`src/rtl/text_console.sv`:
```
// Character-stream front end for the 32x30 text-mode display: accepts bytes,
// tracks the cursor and drives write strobes into video memory port A.
module text_console #(
    parameter int          COLS  = 32,
    parameter int          ROWS  = 30,
    parameter logic [7:0]  BLANK = 8'h20
) (
    input  logic       clk_50mhz,
    input  logic       rst,
    input  logic       char_valid,
    input  logic [7:0] char_data,
    output logic       char_ready,
    output logic       vm_we,
    output logic [9:0] vm_addr,
    output logic [7:0] vm_data,
    output logic [4:0] cur_row,
    output logic [4:0] cur_col,
    output logic       busy
);

    typedef enum logic [1:0] {IDLE, WRITE, CLR_LINE, CLR_SCREEN} state_t;

    localparam logic [4:0] LAST_COL = 5'(COLS - 1);
    localparam logic [4:0] LAST_ROW = 5'(ROWS - 1);
    localparam logic [5:0] COL_END  = 6'(COLS);
    localparam logic [4:0] ROW_END  = 5'(ROWS);

    state_t     state, state_d;
    logic [4:0] row_d, col_d;
    logic [9:0] addr_d;
    logic [7:0] data_d;
    logic       we_d, ready_d, busy_d;
    logic [5:0] clr_col, clr_col_d;
    logic [4:0] clr_row, clr_row_d;
    logic       wrap_pend, wrap_pend_d;
    logic [4:0] next_row;

    assign next_row = (cur_row == LAST_ROW) ? 5'd0 : cur_row + 5'd1;

    // Every output is computed here as a next value and registered below, so
    // the first write of a sequence lands in the same cycle the state is entered.
    always_comb begin
        // NOTE: every variable gets a default first so no path infers a latch.
        state_d     = state;
        row_d       = cur_row;
        col_d       = cur_col;
        addr_d      = vm_addr;
        data_d      = vm_data;
        we_d        = 1'b0;
        ready_d     = 1'b0;
        busy_d      = 1'b0;
        clr_col_d   = clr_col;
        clr_row_d   = clr_row;
        wrap_pend_d = wrap_pend;

        case (state)
            IDLE: begin
                ready_d = 1'b1;
                if (char_valid && char_ready) begin
                    if (char_data >= 8'h20 && char_data <= 8'h7E) begin
                        state_d = WRITE;
                        ready_d = 1'b0;
                        we_d    = 1'b1;
                        addr_d  = {cur_row, cur_col};
                        data_d  = char_data;
                        if (cur_col == LAST_COL) begin
                            col_d       = 5'd0;
                            row_d       = next_row;
                            wrap_pend_d = 1'b1;
                        end else begin
                            col_d = cur_col + 5'd1;
                        end
                    end else begin
                        case (char_data)
                            8'h0A: begin
                                col_d     = 5'd0;
                                row_d     = next_row;
                                state_d   = CLR_LINE;
                                ready_d   = 1'b0;
                                busy_d    = 1'b1;
                                we_d      = 1'b1;
                                addr_d    = {next_row, 5'd0};
                                data_d    = BLANK;
                                clr_col_d = 6'd1;
                            end
                            8'h0D: col_d = 5'd0;
                            8'h08: begin
                                if (cur_col != 5'd0) begin
                                    col_d   = cur_col - 5'd1;
                                    state_d = WRITE;
                                    ready_d = 1'b0;
                                    we_d    = 1'b1;
                                    addr_d  = {cur_row, cur_col - 5'd1};
                                    data_d  = BLANK;
                                end
                            end
                            8'h0C: begin
                                row_d     = 5'd0;
                                col_d     = 5'd0;
                                state_d   = CLR_SCREEN;
                                ready_d   = 1'b0;
                                busy_d    = 1'b1;
                                we_d      = 1'b1;
                                addr_d    = 10'd0;
                                data_d    = BLANK;
                                clr_col_d = 6'd1;
                                clr_row_d = 5'd0;
                            end
                            default: ;
                        endcase
                    end
                end
            end
            WRITE: begin
                if (wrap_pend) begin
                    // A line wrap blanks the newly entered row before more input.
                    wrap_pend_d = 1'b0;
                    state_d     = CLR_LINE;
                    busy_d      = 1'b1;
                    we_d        = 1'b1;
                    addr_d      = {cur_row, 5'd0};
                    data_d      = BLANK;
                    clr_col_d   = 6'd1;
                end else begin
                    state_d = IDLE;
                    ready_d = 1'b1;
                end
            end
            CLR_LINE: begin
                if (clr_col == COL_END) begin
                    state_d = IDLE;
                    ready_d = 1'b1;
                end else begin
                    busy_d    = 1'b1;
                    we_d      = 1'b1;
                    addr_d    = {cur_row, clr_col[4:0]};
                    data_d    = BLANK;
                    clr_col_d = clr_col + 6'd1;
                end
            end
            CLR_SCREEN: begin
                if (clr_row == ROW_END) begin
                    state_d = IDLE;
                    ready_d = 1'b1;
                end else begin
                    busy_d = 1'b1;
                    we_d   = 1'b1;
                    addr_d = {clr_row, clr_col[4:0]};
                    data_d = BLANK;
                    if (clr_col == COL_END - 6'd1) begin
                        clr_col_d = 6'd0;
                        clr_row_d = clr_row + 5'd1;
                    end else begin
                        clr_col_d = clr_col + 6'd1;
                    end
                end
            end
            default: state_d = CLR_SCREEN;
        endcase
    end

    // NOTE: sequential state uses non-blocking assignments only.
    always_ff @(posedge clk_50mhz) begin
        if (!rst) begin
            state      <= CLR_SCREEN;
            cur_row    <= 5'd0;
            cur_col    <= 5'd0;
            vm_we      <= 1'b0;
            vm_addr    <= 10'd0;
            vm_data    <= BLANK;
            char_ready <= 1'b0;
            busy       <= 1'b1;
            clr_col    <= 6'd0;
            clr_row    <= 5'd0;
            wrap_pend  <= 1'b0;
        end else begin
            state      <= state_d;
            cur_row    <= row_d;
            cur_col    <= col_d;
            vm_we      <= we_d;
            vm_addr    <= addr_d;
            vm_data    <= data_d;
            char_ready <= ready_d;
            busy       <= busy_d;
            clr_col    <= clr_col_d;
            clr_row    <= clr_row_d;
            wrap_pend  <= wrap_pend_d;
        end
    end

endmodule

```
`config.mk`:
```
export PLATFORM = sky130hd
export DESIGN_NAME = text_console
export DESIGN_NICKNAME = d
export VERILOG_FILES = /design/src/rtl/text_console.sv
export SDC_FILE = /design/constraint.sdc
export NUM_CORES = 1
export LEC_CHECK = 0
export ABC_CLOCK_PERIOD_IN_PS = 2400
export CORE_UTILIZATION = 35
export CTS_BUF_LIST = sky130_fd_sc_hd__clkbuf_8
export CTS_CLUSTER_DIAMETER = 80
export DETAILED_ROUTE_END_ITERATION = 12
export MAX_ROUTING_LAYER = met4
export PLACE_DENSITY = 0.57
export SYNTH_ARGS = -nofsm -noshare
export SYNTH_HDL_FRONTEND = slang
export SYNTH_SLANG_ARGS = --single-unit
```
`constraint.sdc`:
```
create_clock -name clk_50mhz -period 2.4 [get_ports clk_50mhz]
set_input_delay 0.36 -clock clk_50mhz [delete_from_list [all_inputs] [get_ports clk_50mhz]]
set_output_delay 0.36 -clock clk_50mhz [all_outputs]
set_load 0.02 [all_outputs]
```
==> impl_metrics.sql, run 1 <==
INSERT INTO impl_metrics (metric_group, metric, value, unit) VALUES
('placement', 'dp_hpwl', '5.25', 'mm'),
('clock_tree', 'clock_insertion_delay_worst_skew', '0.30', 'ns'),
('worst_setup_path', 'setup.worst_path.end_class', 'register', ''),
('global_routing', 'global_route.usage.met1', '0.281', ''),
('clock_tree', 'clk_pin_slew', '0.09', 'ns'),
('yosys', 'post_synth_instance_area', '2620', 'sq um'),
('worst_setup_path', 'setup.worst_path.start_class', 'register', ''),
('cells_and_area', 'layout_commonest_cell', 'sky130_fd_sc_hd__buf_4', ''),
('global_routing', 'grt_util_met2', '0.319', ''),
('worst_setup_path', 'cells_on_worst_reg2reg_path', '11', ''),
('clock_tree', 'cts-buffers-inserted', '5', ''),
('drt', 'drt_pre_antenna_iters', '4', ''),
('outcome', 'run_status', 'finished clean', ''),
('yosys', 'yosys_warnings', '0', ''),
('drt', 'drt_first_iter_violations', '150', ''),
('clock_tree', 'htreeDepth', '2', ''),
('yosys', 'ys_top_cells_by_area', 'sky130_fd_sc_hd__dfxtp_1 (34%), sky130_fd_sc_hd__a21oi_1 (5.5%), sky130_fd_sc_hd__nand3_1 (4.4%)', ''),
('worst_setup_path', 'timing.critical_path.from', 'cur_col[1]', ''),
('global_routing', 'globalRoute.busiestLayer', 'met2', ''),
('placement', 'dpl_cell_area', '3470', 'sq um'),
('timing', 'final_max_slew_violation_count', '0', ''),
('timing', 'setup_viol_count_final', '0', ''),
('cells_and_area', 'inserted_diodes', '0', ''),
('clock_tree', 'cts-root-buf', 'sky130_fd_sc_hd__clkbuf_8', ''),
('timing', 'timing.clock.skew', '0.00361', 'ns'),
('pwr', 'comb_power_share', '0.090', ''),
('worst_setup_path', 'crit_path_max_fanout', '7', ''),
('pwr', 'ir_drop', '0.290', 'mV'),
('cells_and_area', 'fill_cells', '738', ''),
('placement', 'port_buf_inserts', '41', ''),
('floorplan', 'pin_count', '42', ''),
('cells_and_area', 'final_area', '3670', 'sq um'),
('global_routing', 'global_route.usage.met3', '0.0317', ''),
('global_routing', 'antenna_violations_before_repair', '0', ''),
('worst_setup_path', 'capture_point_of_the_critical_path', 'vm_we', ''),
('yosys', 'syn_inst', '330', ''),
('floorplan', 'die_w', '88.5', 'microns'),
('global_routing', 'wire_length_of_the_first_global_routing_pass', '12.4', 'mm'),
('drt', 'vias', '2766', ''),
('yosys', 'synthArstFlopShare', '0', ''),
('placement', 'pre_cts_worst_setup_slack', '-0.295', 'ns'),
('pwr', 'power_switching', '355', 'uW'),
('timing', 'hold-worst-slack', '0.471', 'ns'),
('pwr', 'sw_frac_of_total', '0.239', ''),
('timing', 'fmaxAchievable', '428', 'MHz'),
('timing', 'tightestPinTransition', '0.658', 'ns'),
('timing', 'final_period_minus_worst_setup_slack', '2.34', 'ns'),
('clock_tree', 'cts_tree', 'yes', ''),
('timing', 'tcrit_tclk_final', '0.974', ''),
('pwr', 'power.leakage', '1.45', 'nW'),
('floorplan', 'rows', '31', ''),
('pwr', 'intPower', '1.13', 'mW'),
('worst_setup_path', 'setup.worst_path.class', 'register to register', ''),
('global_routing', 'grt_overflow', '0', ''),
('timing', 'hold_viol_final', '0', ''),
('global_routing', 'grt_pass1_vias', '2580', ''),
('cells_and_area', 'area_delta_synth_final', '40.0', '%'),
('cells_and_area', 'fin_util', '0.506', ''),
('clock_tree', 'cts.sinks', '45', ''),
('yosys', 'synth-seq-cells', '45', ''),
('drt', 'detail_route.vias_per_cell', '5.40', ''),
('pwr', 'p_total', '1.49', 'mW'),
('timing', 'setup_repair_after_global_routing_missed_its_margin', 'yes', ''),
('run', 'drv.max_cap_violation_count', '0', ''),
('floorplan', 'fp.dieArea', '7840', 'sq um'),
('floorplan', 'floorplan.initialDensity', '0.361', ''),
('cells_and_area', 'commonest_non_fill_non_tap_cells_in_the_layout', 'sky130_fd_sc_hd__buf_4 (51), sky130_fd_sc_hd__dfxtp_1 (45), sky130_fd_sc_hd__clkdlybuf4s50_1 (37), sky130_fd_sc_hd__nor2_1 (29), sky130_fd_sc_hd__a21oi_1 (29)', ''),
('worst_setup_path', 'worst-endpoint-required', '2.60', 'ns'),
('worst_setup_path', 'timing.reg2reg.setup_slack', '0.06', 'ns'),
('drt', 'wirelength', '7.36', 'mm'),
('drt', 'drc_errors', '0', '');
==> worst min-delay path by stage <==
stage                          start         end  slack, ns  depth (start not counted)
after floorplan           clr_row[4]  clr_row[4]       0.44                          1
after detailed placement  vm_addr[8]  vm_addr[8]       0.45                          2
after global routing      vm_data[7]  vm_data[7]       0.49                          1
after CTS                 vm_addr[8]  vm_addr[8]       0.47                          2
after global placement    vm_data[0]  vm_data[0]       0.46                          2
final                     vm_addr[8]  vm_addr[8]       0.47                          2
==> state kept, by name, summed over array words and instances, names as in the netlist <==
register    flops
char_ready      1
state           2
clr_col         6
busy            1
vm_addr        10
clr_row         5
vm_data         8
cur_col         5
wrap_pend       1
vm_we           1
cur_row         5
==> cells by family after synthesis <==
group           count (synthesis)  share of synthesized area
flops                          45                      0.344
simple gates                  127                      0.248
buf+inv                        33                     0.0539
compound gates                108                      0.281
fa+ha+maj                       9                     0.0430
mux                             8                     0.0310
==> worst max-delay path, stage by stage (launching register included) <==
cell and delay, ns:
sky130_fd_sc_hd__dfxtp_1 0.32, sky130_fd_sc_hd__inv_1 0.11, sky130_fd_sc_hd__ha_1 0.18, sky130_fd_sc_hd__or3b_4 0.39, sky130_fd_sc_hd__buf_4 0.16, sky130_fd_sc_hd__nor4_4 0.28, sky130_fd_sc_hd__o311ai_4 0.12, sky130_fd_sc_hd__a21boi_4 0.18
sky130_fd_sc_hd__buf_6 0.14, sky130_fd_sc_hd__buf_6 0.10, sky130_fd_sc_hd__buf_6 0.12, sky130_fd_sc_hd__and2_1 0.14
==> Yosys cell counts, types with 3 or more instances <==
master and count:
sky130_fd_sc_hd__inv_1 11, sky130_fd_sc_hd__o21ai_0 18, sky130_fd_sc_hd__nand2_1 26, sky130_fd_sc_hd__nand2b_1 9, sky130_fd_sc_hd__o21ai_1 4, sky130_fd_sc_hd__o21a_1 3, sky130_fd_sc_hd__nor4_1 7, sky130_fd_sc_hd__and2_1 7
sky130_fd_sc_hd__clkbuf_1 17, sky130_fd_sc_hd__a22oi_1 3, sky130_fd_sc_hd__a211oi_1 6, sky130_fd_sc_hd__o221a_2 3, sky130_fd_sc_hd__dfxtp_1 45, sky130_fd_sc_hd__a31oi_1 5, sky130_fd_sc_hd__o211ai_1 11, sky130_fd_sc_hd__nor2_1 29
sky130_fd_sc_hd__mux2i_1 7, sky130_fd_sc_hd__nand4_1 3, sky130_fd_sc_hd__ha_1 9, sky130_fd_sc_hd__nor3_1 6, sky130_fd_sc_hd__o22ai_1 5, sky130_fd_sc_hd__a21oi_1 29, sky130_fd_sc_hd__nand3_1 23, sky130_fd_sc_hd__a32o_1 3
==> metal layers <==
layer | wire (microns) | vias to the layer above
met4 | 119 | 0
met5 | 0 | -
met2 | 3310 | 55
li1 | - | 1392
met1 | 3700 | 1309
met3 | 224 | 10
==> per-stage QoR <==
step	TNS, ns	std cells
after global placement	-8.68	501
final	0	512
after floorplan	0	330
after global routing	-0.0233	512
after CTS	0	509
after detailed placement	-9.74	501
==> timing repair <==
item | 4_1_cts | 5_1_grt
gates resized for setup | 0 | 18
endpoints found under the hold margin | 0 | 0
setup endpoints to repair | 0 | 26
setup buffers | 0 | 2
==> final cells by class <==
cell class,count,area (sq um),share of cell area
Clock buffer,5,68.8,0.0187
Tap cell,99,124,0.0337
Clock inverter,3,46.3,0.0126
Timing Repair Buffer,97,868,0.237
Sequential cell,45,901,0.245
Multi-Input combinational cell,252,1620,0.442
Inverter,11,41.3,0.0112
==> power groups by stage <==
stage	Combinational, mW	Sequential [mW]	Clock, mW
2_1_floorplan	0.0568	0.781	0
3_3_place_gp	0.130	0.778	0
3_5_place_dp	0.129	0.778	0
4_1_cts	0.130	0.761	0.609
5_1_grt	0.146	0.763	0.640
6_report	0.133	0.761	0.591
Power figures use the tool's default switching activity.
==> run 2: changes to the inputs <==
--- a/config.mk
+++ b/config.mk
@@ -10,6 +10,8 @@
 export CTS_BUF_LIST = sky130_fd_sc_hd__clkbuf_8
 export CTS_CLUSTER_DIAMETER = 80
 export DETAILED_ROUTE_END_ITERATION = 12
+export GPL_ROUTABILITY_DRIVEN = 0
+export GPL_TIMING_DRIVEN = 0
 export MAX_ROUTING_LAYER = met4
 export PLACE_DENSITY = 0.57
 export SYNTH_ARGS = -nofsm -noshare
==> impl_metrics.sql, run 2 (synthesized netlist as in run 1, its figures left out) <==
INSERT INTO impl_metrics (metric_group, metric, value, unit) VALUES
('floorplan', 'placeableCoreArea', '7250', 'sq um'),
('global_routing', 'wire_length_of_the_first_global_routing_pass', '12.9', 'mm'),
('outcome', 'run_status', 'finished clean', ''),
('timing', 'fmaxAchievable', '430', 'MHz'),
('clock_tree', 'cts-root-to-sink-buffers', '2', ''),
('drt', 'antenna_left', '0', ''),
('cells_and_area', 'final_nets', '405', ''),
('global_routing', 'antenna_violations_before_repair', '0', ''),
('drt', 'vias', '2714', ''),
('drt', 'detail_route.vias_per_cell', '5.60', ''),
('pwr', 'comb_power_share', '0.075', ''),
('timing', 'tcrit_tclk_final', '0.970', ''),
('placement', 'port_buf_inserts', '39', ''),
('worst_setup_path', 'crit_path_max_fanout', '9', ''),
('pwr', 'ir_drop', '0.263', 'mV'),
('worst_setup_path', 'cp_slowest_stage_delay', '0.40', 'ns'),
('global_routing', 'grt_start_max_net_pins', '15', ''),
('worst_setup_path', 'worstPathCellList', 'clkbuf_8, inv_4, ha_4, or3b_4, nor4_4, o311ai_4, a21boi_4, buf_12, buf_4, nand2b_1, a21oi_1', ''),
('clock_tree', 'cts_tree', 'yes', ''),
('pwr', 'power.density', '451', 'nW/um^2'),
('timing', 'final_max_slew_violation_count', '0', ''),
('pwr', 'power.leakage', '1.27', 'nW'),
('cells_and_area', 'largest_reg_flops', '10', ''),
('floorplan', 'die_w', '88.5', 'microns'),
('min_path', 'hold_path_class', 'input pin to register', ''),
('cells_and_area', 'stdcell_count', '485', ''),
('worst_setup_path', 'critPathArrivalTime', '2.56', 'ns'),
('clock_tree', 'cts-root-buf', 'sky130_fd_sc_hd__clkbuf_8', ''),
('worst_setup_path', 'worst_path_max_delay_cell', 'sky130_fd_sc_hd__or3b_4', ''),
('timing', 'setup_repair_after_global_routing_missed_its_margin', 'yes', ''),
('floorplan', 'rows', '31', ''),
('cells_and_area', 'area_delta_synth_final', '32.1', '%'),
('timing', 'setup_viol_count_final', '0', ''),
('clock_tree', 'clock_insertion_delay_worst_skew', '0.30', 'ns'),
('drt', 'avgRoutedWirePerCell', '16.2', 'microns'),
('clock_tree', 'htreeDepth', '2', ''),
('timing', 'hold_viol_final', '0', ''),
('drt', 'drt_pre_antenna_iters', '5', ''),
('pwr', 'sw_frac_of_total', '0.223', ''),
('clock_tree', 'clk_pin_slew', '0.08', 'ns'),
('timing', 'tightestPinTransition', '0.660', 'ns'),
('global_routing', 'groute.usage.overall', '0.221', ''),
('global_routing', 'grt_pass1_vias', '2560', ''),
('pwr', 'power_share_of_the_clock_group', '0.438', ''),
('placement', 'placed_cells', '468', ''),
('timing', 'hold-worst-slack', '0.339', 'ns'),
('pwr', 'intPower', '1.21', 'mW'),
('worst_setup_path', 'setup.worst_path.class', 'register to register', ''),
('run', 'drv.max_cap_violation_count', '0', ''),
('floorplan', 'pin_count', '42', ''),
('cells_and_area', 'commonest_non_fill_non_tap_cells_in_the_layout', 'sky130_fd_sc_hd__dfxtp_1 (44), sky130_fd_sc_hd__clkdlybuf4s50_1 (33), sky130_fd_sc_hd__a21oi_1 (28), sky130_fd_sc_hd__nor2_1 (27), sky130_fd_sc_hd__nand2_1 (25)', ''),
('cells_and_area', 'inserted_diodes', '0', ''),
('timing', 'slew_headroom', '0.548', ''),
('floorplan', 'die_y', '88.5', 'microns'),
('timing', 'final_period_minus_worst_setup_slack', '2.33', 'ns'),
('floorplan', 'floorplan.initialDensity', '0.361', ''),
('floorplan', 'fp.dieArea', '7840', 'sq um'),
('cells_and_area', 'layout_commonest_cell', 'sky130_fd_sc_hd__dfxtp_1', ''),
('pwr', 'share_seq_of_total_power', '0.487', ''),
('drt', 'wirelength', '7.84', 'mm'),
('cells_and_area', 'drive_gt1_frac', '0.145', ''),
('cells_and_area', 'layout_top_registers', 'vm_addr: 10 flops, vm_data: 8 flops, clr_col: 6 flops', ''),
('clock_tree', 'cts.sinks', '45', ''),
('clock_tree', 'cts-buffers-inserted', '5', ''),
('drt', 'drt_first_iter_violations', '205', ''),
('global_routing', 'grt_overflow', '0', ''),
('worst_setup_path', 'setup.worst_path.end_class', 'register', ''),
('placement', 'dp_hpwl', '5.50', 'mm'),
('cells_and_area', 'max_flop_register', 'vm_addr', ''),
('pwr', 'power_switching', '348', 'uW'),
('worst_setup_path', 'worst-endpoint-required', '2.63', 'ns'),
('timing', 'timing.clock.skew', '0.00472', 'ns'),
('worst_setup_path', 'setup.worst_path.start_class', 'register', ''),
('drt', 'drc_errors', '0', '');
run 2: cell types whose count changed in the layout (fill, tap and decap cells not counted), sizes merged:
cell,before,now
buf,56,15
clkbuf,5,25
clkdlybuf4s50,37,33
dlymetal6s2s,4,2
bufinv,1,2
clkinvlp,1,0
run 2: timing repair:
action                                  in CTS  in global routing
cloned                                       2                  0
endpoints found under the setup margin      37                 29
hold buffers                                 0                  0
pin swaps                                    2                  6
resized for setup                           22                 30
buffers inserted                             2                  6
run 2: critical path: cells and delay by family, from the launching register on:
kind	cells	cell delay (ns)
buffers and inverters	4	0.52
adder cells (fa/ha/maj)	1	0.14
flip-flops	1	0.33
AO/OA/AOI/OAI	3	0.46
AND/OR/NAND/NOR	3	0.80
run 2: power by group through the flow:
| stage | registers, mW | clock network (mW) | logic, mW |
|---|---|---|---|
| after detailed placement | 0.778 | 0 | 0.107 |
| after global routing | 0.762 | 0.739 | 0.127 |
| after CTS | 0.761 | 0.704 | 0.110 |
| after global placement | 0.778 | 0 | 0.107 |
| final | 0.761 | 0.684 | 0.117 |
| after floorplan | 0.781 | 0 | 0.0568 |
run 2: metrics by stage:
stage               power [mW]  setup slack [ns]  TNS (ns)   util  instance area, sq um
global route              1.63           -0.0249   -0.0947  0.477                  3460
finish                    1.56            0.0719         0  0.477                  3460
floorplan                0.838            0.0674         0      -                  2620
CTS                       1.57          0.000945         0  0.463                  3360
global placement         0.885            -0.662    -20.30  0.432                  3140
detailed placement       0.885            -0.629    -19.83  0.432                  3140
run 2: per-layer routing:
layer	vias to the layer above	wire, microns	GRT usage
li1	1336	-	-
met1	1287	3750	0.298
met2	81	3580	0.333
met3	10	424	0.0345
met4	0	93	0.0777
met5	-	0	-
run 2: final cells by class:
type	count	area [sq um]
multi-input cells	252	1660
plain buffers	21	119
flip-flops and latches	45	902
clock inverters	3	65.1
fillers	751	3790
inverters	11	43.8
repair buffers	49	477
clock buffers	5	68.8
well taps	99	124
run 2: path summary, 6_finish.rpt:
check / to / cells after the start / start / slack (ns)
worst min-delay path: vm_data[4] / 3 / char_data[4] / 0.34
worst max register to register: vm_data[0] / 11 / cur_col[0] / 0.07
worst max-delay path: vm_data[0] / 11 / cur_col[0] / 0.07
worst min register to register: vm_addr[8] / 2 / vm_addr[8] / 0.47
==> run 3: changes to the inputs <==
==> constraint.sdc (replaced) <==
create_clock -name clk_50mhz -period 2.4 [get_ports clk_50mhz]
set_input_delay 0.36 -clock clk_50mhz [delete_from_list [all_inputs] [get_ports clk_50mhz]]
set_output_delay 0.36 -clock clk_50mhz [all_outputs]
set_load 0.005 [all_outputs]
==> results of run 3 <==
The final DEF is identical to that of run 2. Status: finished clean.
